===== src/rtl/demux_scheduler.sv =====
// demux_scheduler: valid/ready byte sequencer for a 1-to-4 demux with addressed or
// round-robin dispatch and a stall timeout. Optional per-channel counters: DEMUX_SCHED_STATS_EN.
module demux_scheduler #(
  parameter int unsigned DATA_WIDTH     = 8,
  parameter int unsigned TIMEOUT_CYCLES = 16,
  parameter int unsigned CNT_WIDTH      = 5
) (
  input  logic                  clk_i,
  input  logic                  rst_n_i,
  input  logic [DATA_WIDTH-1:0] data_i,
  input  logic [1:0]            dest_i,
  input  logic                  valid_i,
  output logic                  ready_o,
  input  logic                  rr_mode_i,
  input  logic [3:0]            ch_ready_i,
  output logic [DATA_WIDTH-1:0] data_o,
  output logic [1:0]            sel_o,
  output logic                  enable_o,
  output logic                  drop_o
`ifdef DEMUX_SCHED_STATS_EN
  ,
  input  logic [1:0]            stat_sel_i,
  output logic [15:0]           stat_cnt_o,
  input  logic                  stat_clr_i
`endif
);

  localparam bit          TIMEOUT_EN  = (TIMEOUT_CYCLES != 0);
  localparam int unsigned TO_LAST_INT = (TIMEOUT_CYCLES == 0) ? 0 : TIMEOUT_CYCLES - 1;

  typedef enum logic {IDLE, SEND} state_t;

  state_t                state_q, state_d;
  logic [DATA_WIDTH-1:0] hold_q, hold_d;
  logic [1:0]            target_q, target_d;
  logic                  target_rr_q, target_rr_d;
  logic [1:0]            rr_ptr_q, rr_ptr_d;
  logic [CNT_WIDTH-1:0]  stall_cnt_q, stall_cnt_d;
  logic                  drop_q, drop_d;
  logic                  enable_q, enable_d;
  logic [DATA_WIDTH-1:0] data_q, data_d;

  logic                  ch_rdy_sel_c;
  logic                  accept_c;
  logic                  deliver_c;
  logic                  timeout_c;
  logic [1:0]            rr_next_c;

  assign ch_rdy_sel_c = ch_ready_i[target_q];
  assign ready_o      = rst_n_i & ((state_q == IDLE) | ch_rdy_sel_c);
  assign accept_c     = valid_i & ready_o;
  assign deliver_c    = (state_q == SEND) & ch_rdy_sel_c;
  assign timeout_c    = TIMEOUT_EN & (state_q == SEND) & ~ch_rdy_sel_c &
                        (stall_cnt_q == CNT_WIDTH'(TO_LAST_INT));
  assign rr_next_c    = target_q + 2'd1;

  // Next-state and datapath loads
  always_comb begin
    state_d     = state_q;
    hold_d      = hold_q;
    target_d    = target_q;
    target_rr_d = target_rr_q;
    rr_ptr_d    = rr_ptr_q;
    stall_cnt_d = stall_cnt_q;
    drop_d      = 1'b0;

    unique case (state_q)
      IDLE: begin
        if (accept_c) begin
          hold_d      = data_i;
          target_d    = rr_mode_i ? rr_ptr_q : dest_i;
          target_rr_d = rr_mode_i;
          stall_cnt_d = '0;
          state_d     = SEND;
        end
      end
      SEND: begin
        if (deliver_c) begin
          // A back-to-back round-robin byte must see the already-advanced pointer
          if (target_rr_q) rr_ptr_d = rr_next_c;
          stall_cnt_d = '0;
          if (accept_c) begin
            hold_d      = data_i;
            target_d    = rr_mode_i ? rr_ptr_d : dest_i;
            target_rr_d = rr_mode_i;
          end else begin
            state_d = IDLE;
          end
        end else if (timeout_c) begin
          if (target_rr_q) rr_ptr_d = rr_next_c;
          drop_d      = 1'b1;
          stall_cnt_d = '0;
          state_d     = IDLE;
        end else begin
          stall_cnt_d = stall_cnt_q + CNT_WIDTH'(1);
        end
      end
      default: state_d = IDLE;
    endcase

    enable_d = (state_d == SEND);
    data_d   = (state_d == SEND) ? hold_d : '0;
  end

  always_ff @(posedge clk_i) begin
    if (!rst_n_i) begin
      state_q     <= IDLE;
      hold_q      <= '0;
      target_q    <= '0;
      target_rr_q <= 1'b0;
      rr_ptr_q    <= '0;
      stall_cnt_q <= '0;
      drop_q      <= 1'b0;
      enable_q    <= 1'b0;
      data_q      <= '0;
    end else begin
      state_q     <= state_d;
      hold_q      <= hold_d;
      target_q    <= target_d;
      target_rr_q <= target_rr_d;
      rr_ptr_q    <= rr_ptr_d;
      stall_cnt_q <= stall_cnt_d;
      drop_q      <= drop_d;
      enable_q    <= enable_d;
      data_q      <= data_d;
    end
  end

  // sel_o follows target, which only moves on acceptance, so it holds while idle
  assign sel_o    = target_q;
  assign data_o   = data_q;
  assign enable_o = enable_q;
  assign drop_o   = drop_q;

`ifdef DEMUX_SCHED_STATS_EN
  logic [3:0][15:0] stat_q;
  logic [15:0]      stat_rd_q;

  // Saturating per-channel delivery counters; drops are not counted
  always_ff @(posedge clk_i) begin
    if (!rst_n_i || stat_clr_i) begin
      stat_q <= '0;
    end else if (deliver_c && (stat_q[target_q] != 16'hFFFF)) begin
      stat_q[target_q] <= stat_q[target_q] + 16'd1;
    end
  end

  always_ff @(posedge clk_i) begin
    if (!rst_n_i) stat_rd_q <= '0;
    else          stat_rd_q <= stat_q[stat_sel_i];
  end

  assign stat_cnt_o = stat_rd_q;
`endif

endmodule


===== config.mk =====
export PLATFORM = sky130hd
export DESIGN_NAME = demux_scheduler
export DESIGN_NICKNAME = d
export VERILOG_FILES = /design/src/rtl/demux_scheduler.sv
export SDC_FILE = /design/constraint.sdc
export NUM_CORES = 1
export LEC_CHECK = 0
export BUFFER_PORTS_ARGS = -buffer_cell sky130_fd_sc_hd__buf_2
export CAP_MARGIN = 5
export CORE_MARGIN = 4
export CORE_UTILIZATION = 32
export DETAILED_ROUTE_END_ITERATION = 6
export PLACE_DENSITY = 0.64
export SLEW_MARGIN = 20
export SYNTH_ARGS = -nofsm -noshare
export SYNTH_HDL_FRONTEND = slang
export SYNTH_SLANG_ARGS = --single-unit

===== constraint.sdc =====
create_clock -name clk_i -period 2.4 [get_ports clk_i]
set_clock_uncertainty 0.05 [all_clocks]
set_input_delay 0.24 -clock clk_i [delete_from_list [all_inputs] [get_ports clk_i]]
set_output_delay 0.24 -clock clk_i [all_outputs]
set_load 0.02 [all_outputs]

==> out/summary.txt <==
cell types occupying the most area after synthesis -> sky130_fd_sc_hd__dfxtp_1, sky130_fd_sc_hd__a22o_1, sky130_fd_sc_hd__nand2_1, sky130_fd_sc_hd__a21oi_1, sky130_fd_sc_hd__nand3_1
# fillers -> 328
Pwr per Cell Area -> 689 mW/mm^2
Worst EP required -> 2.11 ns
area added between synthesis and finish -> 24.1%
largest net degree at the start of global routing -> 20
overall via count from detail_route -> 947
maximum vdd drop -> 0.260 mV
RSZ-0062 raised after global routing -> false
number of instances in the synthesized netlist -> 114
type of the tightest min-delay check -> input port to flop
final weighted congestion in routability-driven placement -> 0.769
clock root cell -> sky130_fd_sc_hd__clkbuf_4
cell area after placement -> 0.00131 sq mm
most frequent cells after synthesis -> sky130_fd_sc_hd__dfxtp_1, sky130_fd_sc_hd__nand2_1, sky130_fd_sc_hd__a21oi_1, sky130_fd_sc_hd__a22o_1
Synth Area per Inst -> 9.63 sq um
pre-CTS worst setup slack -> 0.482 ns
clock buffer count from CTS -> 3
r2r worst-path depth -> 3
Core Region -> 0.00334 sq mm
routed vias/inst -> 4.91
crit path launch -> sel_o[0]$_SDFFE_PN0P_
post-synthesis compound-gate area fraction -> 21.6%
Synth Area in XOR/XNOR -> 1.60%
Mapped Nets -> 133
FF-to-FF End -> data_o[7]$_SDFF_PN0_
number of top-level pins -> 31
Arr. time, crit path -> 1.91 ns
clock tree from TritonCTS -> built
average wire per standard cell -> 12.5 um
initial core utilization -> 32.9%
overall overflow remaining after global route -> 0
area share of the leading cell type in the synthesized netlist -> 51.1%
register cell area after layout -> 561 sq um
Die Span X -> 66.6 um
capture point of the worst path -> ready_o
wire length of the first global-routing pass -> 3880 um
outcome -> finished, final reports clean
Post-Synth Simple-Gate Area -> 18.7%
number of DRC markers in iteration 0 -> 16
first drt pass iteration count -> 4
main combinational cell family by area after synthesis -> compound AO/OA/AOI/OAI gates
Core Rows -> 21
via count of the first global-routing pass -> 868
final net count -> 167
number of max-cap violations -> 0
post-route standard cell area excluding fillers -> 0.00136 sq mm
element type at the critical path end -> output pin
detailed-route wire length -> 2420 um
most frequent cell after synthesis -> sky130_fd_sc_hd__dfxtp_1
Diodes inserted -> 0
final hold violation count -> 0
YS warnings -> 0
dominant cell type by area after synthesis -> sky130_fd_sc_hd__dfxtp_1
Min Clock Period, post-route -> 2.20 ns
kind of start point of the critical path -> flop
source-to-sink clock delay at the later pin of the worst-skew pair -> 0.33 ns
total count of max-transition violations in the final report -> 0
share of the cycle needed by the critical path after routing -> 91.5%
total global routing track utilization -> 11.2%
R2R setup slack -> 0.44 ns
RR Startpoint -> sel_o[0]$_SDFFE_PN0P_
Post-synth EDFFs -> 0
worst slew margin relative to its limit -> 63.0%
final setup violating endpoints -> 0
Routed Antenna Nets -> 0
CTS Hold Buffers Added -> 0
classification of the worst setup path -> flop to output pin
Async SR Flop Fraction -> 0%
clock slew at the register clock pins of the worst setup and hold paths -> 0.15 ns
Static Leak -> 0.601 nW
layout cells sized above 1 -> 28.6%
area of the multi-input gates -> 518 sq um
Final TNS setup -> 0 ns
Residual DRC -> 0
clock buffer depth -> 2
netlist area before placement -> 0.00110 sq mm
number of distinct library cell variants in the gate-level netlist after synthesis -> 32
number of buffers added on ports -> 30
Clock Sink Count -> 28
achievable clock frequency -> 0.455 GHz
Die Ht -> 66.6 um
register area share after synthesis -> 51.1%
tightest hold margin -> 0.0698 ns
arithmetic-cell share of the synthesized area counting full adders, half adders and majority gates -> 1.14%
slew at the pin closest to its max-slew limit -> 0.551 ns
maximum level of the CTS H-tree -> 1
post-synthesis mux area share -> 3.99%
dpl hpwl -> 1790 um
number of antenna violations at the first check in global routing -> 0
highest net fanout along the worst path -> 7
Worst Setup Slack, final -> 0.204 ns
primary flip-flop cell chosen by synthesis mapping -> sky130_fd_sc_hd__dfxtp_1
full die area -> 0.00443 sq mm
number of synthesized register bits -> 28
-- registers in the layout (all words and copies together) (netlist names) --
register and count:
data_o 8, drop_o 1, enable_o 1, hold_q 8
rr_ptr_q 2, sel_o 2, stall_cnt_q 5, target_rr_q 1
-- cell type report --
cell class / count / area share (%)
Inverter: 2 / 0.551
Clock inverter: 1 / 2.21
Multi-Input combinational cell: 81 / 38.1
Clock buffer: 3 / 1.65
Sequential cell: 28 / 41.2
Timing Repair Buffer: 32 / 12.1
Tap cell: 46 / 4.23
-- placed cells by master, fill, tap and decap left out, types with 2 or more instances in the layout --
| master | synthesis | final |
|---|---|---|
| sky130_fd_sc_hd__nor2_1 | 6 | 5 |
| sky130_fd_sc_hd__nand2b_1 | 2 | 2 |
| sky130_fd_sc_hd__xnor2_1 | 2 | 2 |
| sky130_fd_sc_hd__clkbuf_4 | 0 | 3 |
| sky130_fd_sc_hd__buf_2 | 2 | 30 |
| sky130_fd_sc_hd__nand3_1 | 6 | 6 |
| sky130_fd_sc_hd__nand2_1 | 21 | 21 |
| sky130_fd_sc_hd__a22o_1 | 9 | 9 |
| sky130_fd_sc_hd__dfxtp_1 | 28 | 28 |
| sky130_fd_sc_hd__o31ai_1 | 3 | 3 |
| sky130_fd_sc_hd__a21oi_1 | 12 | 12 |
| sky130_fd_sc_hd__o211a_1 | 2 | 2 |
| sky130_fd_sc_hd__buf_4 | 0 | 2 |
-- cells by family after synthesis --
logic type	count (synthesis)
AO/OA/AOI/OAI	34
XOR/XNOR	2
adder cells (fa/ha/maj)	1
buffers and inverters	5
flip-flops	28
multiplexers	3
AND/OR/NAND/NOR	41
-- metal layers --
layer  global-route usage, %  part of all wire, %
met1                    13.6                   44
met2                    18.9                   51
met3                    1.52                  2.5
met4                    6.09                  2.4
met5                       0                    0
-- worst min path at each step --
stage,start,slack (ns),depth (start not counted),to
floorplan,data_i[0],0.32,1,data_o[0]$_SDFF_PN0_
global placement,hold_q[0]$_SDFF_PN0_,0.39,2,hold_q[0]$_SDFF_PN0_
detailed placement,hold_q[1]$_SDFF_PN0_,0.40,2,hold_q[1]$_SDFF_PN0_
CTS,data_i[5],0.07,2,data_o[5]$_SDFF_PN0_
global route,data_i[4],0.07,2,data_o[4]$_SDFF_PN0_
finish,data_i[5],0.07,2,data_o[5]$_SDFF_PN0_
-- per-stage QoR --
step | std cells | power [mW] | util, %
after floorplan | 114 | 0.587 | -
after global placement | 189 | 0.632 | 39.1
after detailed placement | 189 | 0.636 | 39.1
after CTS | 193 | 0.937 | 40.7
after global routing | 193 | 0.971 | 40.8
final | 193 | 0.939 | 40.8
-- repair_timing --
| item | 4_1_cts | 5_1_grt |
|---|---|---|
| setup buffers | 0 | 0 |
| endpoints found under the setup margin | 0 | 1 |
| hold endpoints to repair | 0 | 0 |
| resized for setup | 0 | 1 |
-- worst max-delay path, cell delays in order, from the launching register on --
cell and delay [ns]:
sky130_fd_sc_hd__dfxtp_1 0.46, sky130_fd_sc_hd__mux4_2 0.64, sky130_fd_sc_hd__nor2_2 0.24, sky130_fd_sc_hd__nor2_1 0.07
sky130_fd_sc_hd__buf_2 0.17
-- power breakdown --
part	internal [mW]	switching, mW
sequential	0.487	0.0154
clock	0.169	0.143
combinational	0.0485	0.0752
Note: power is estimated with default switching activity, not from simulation.
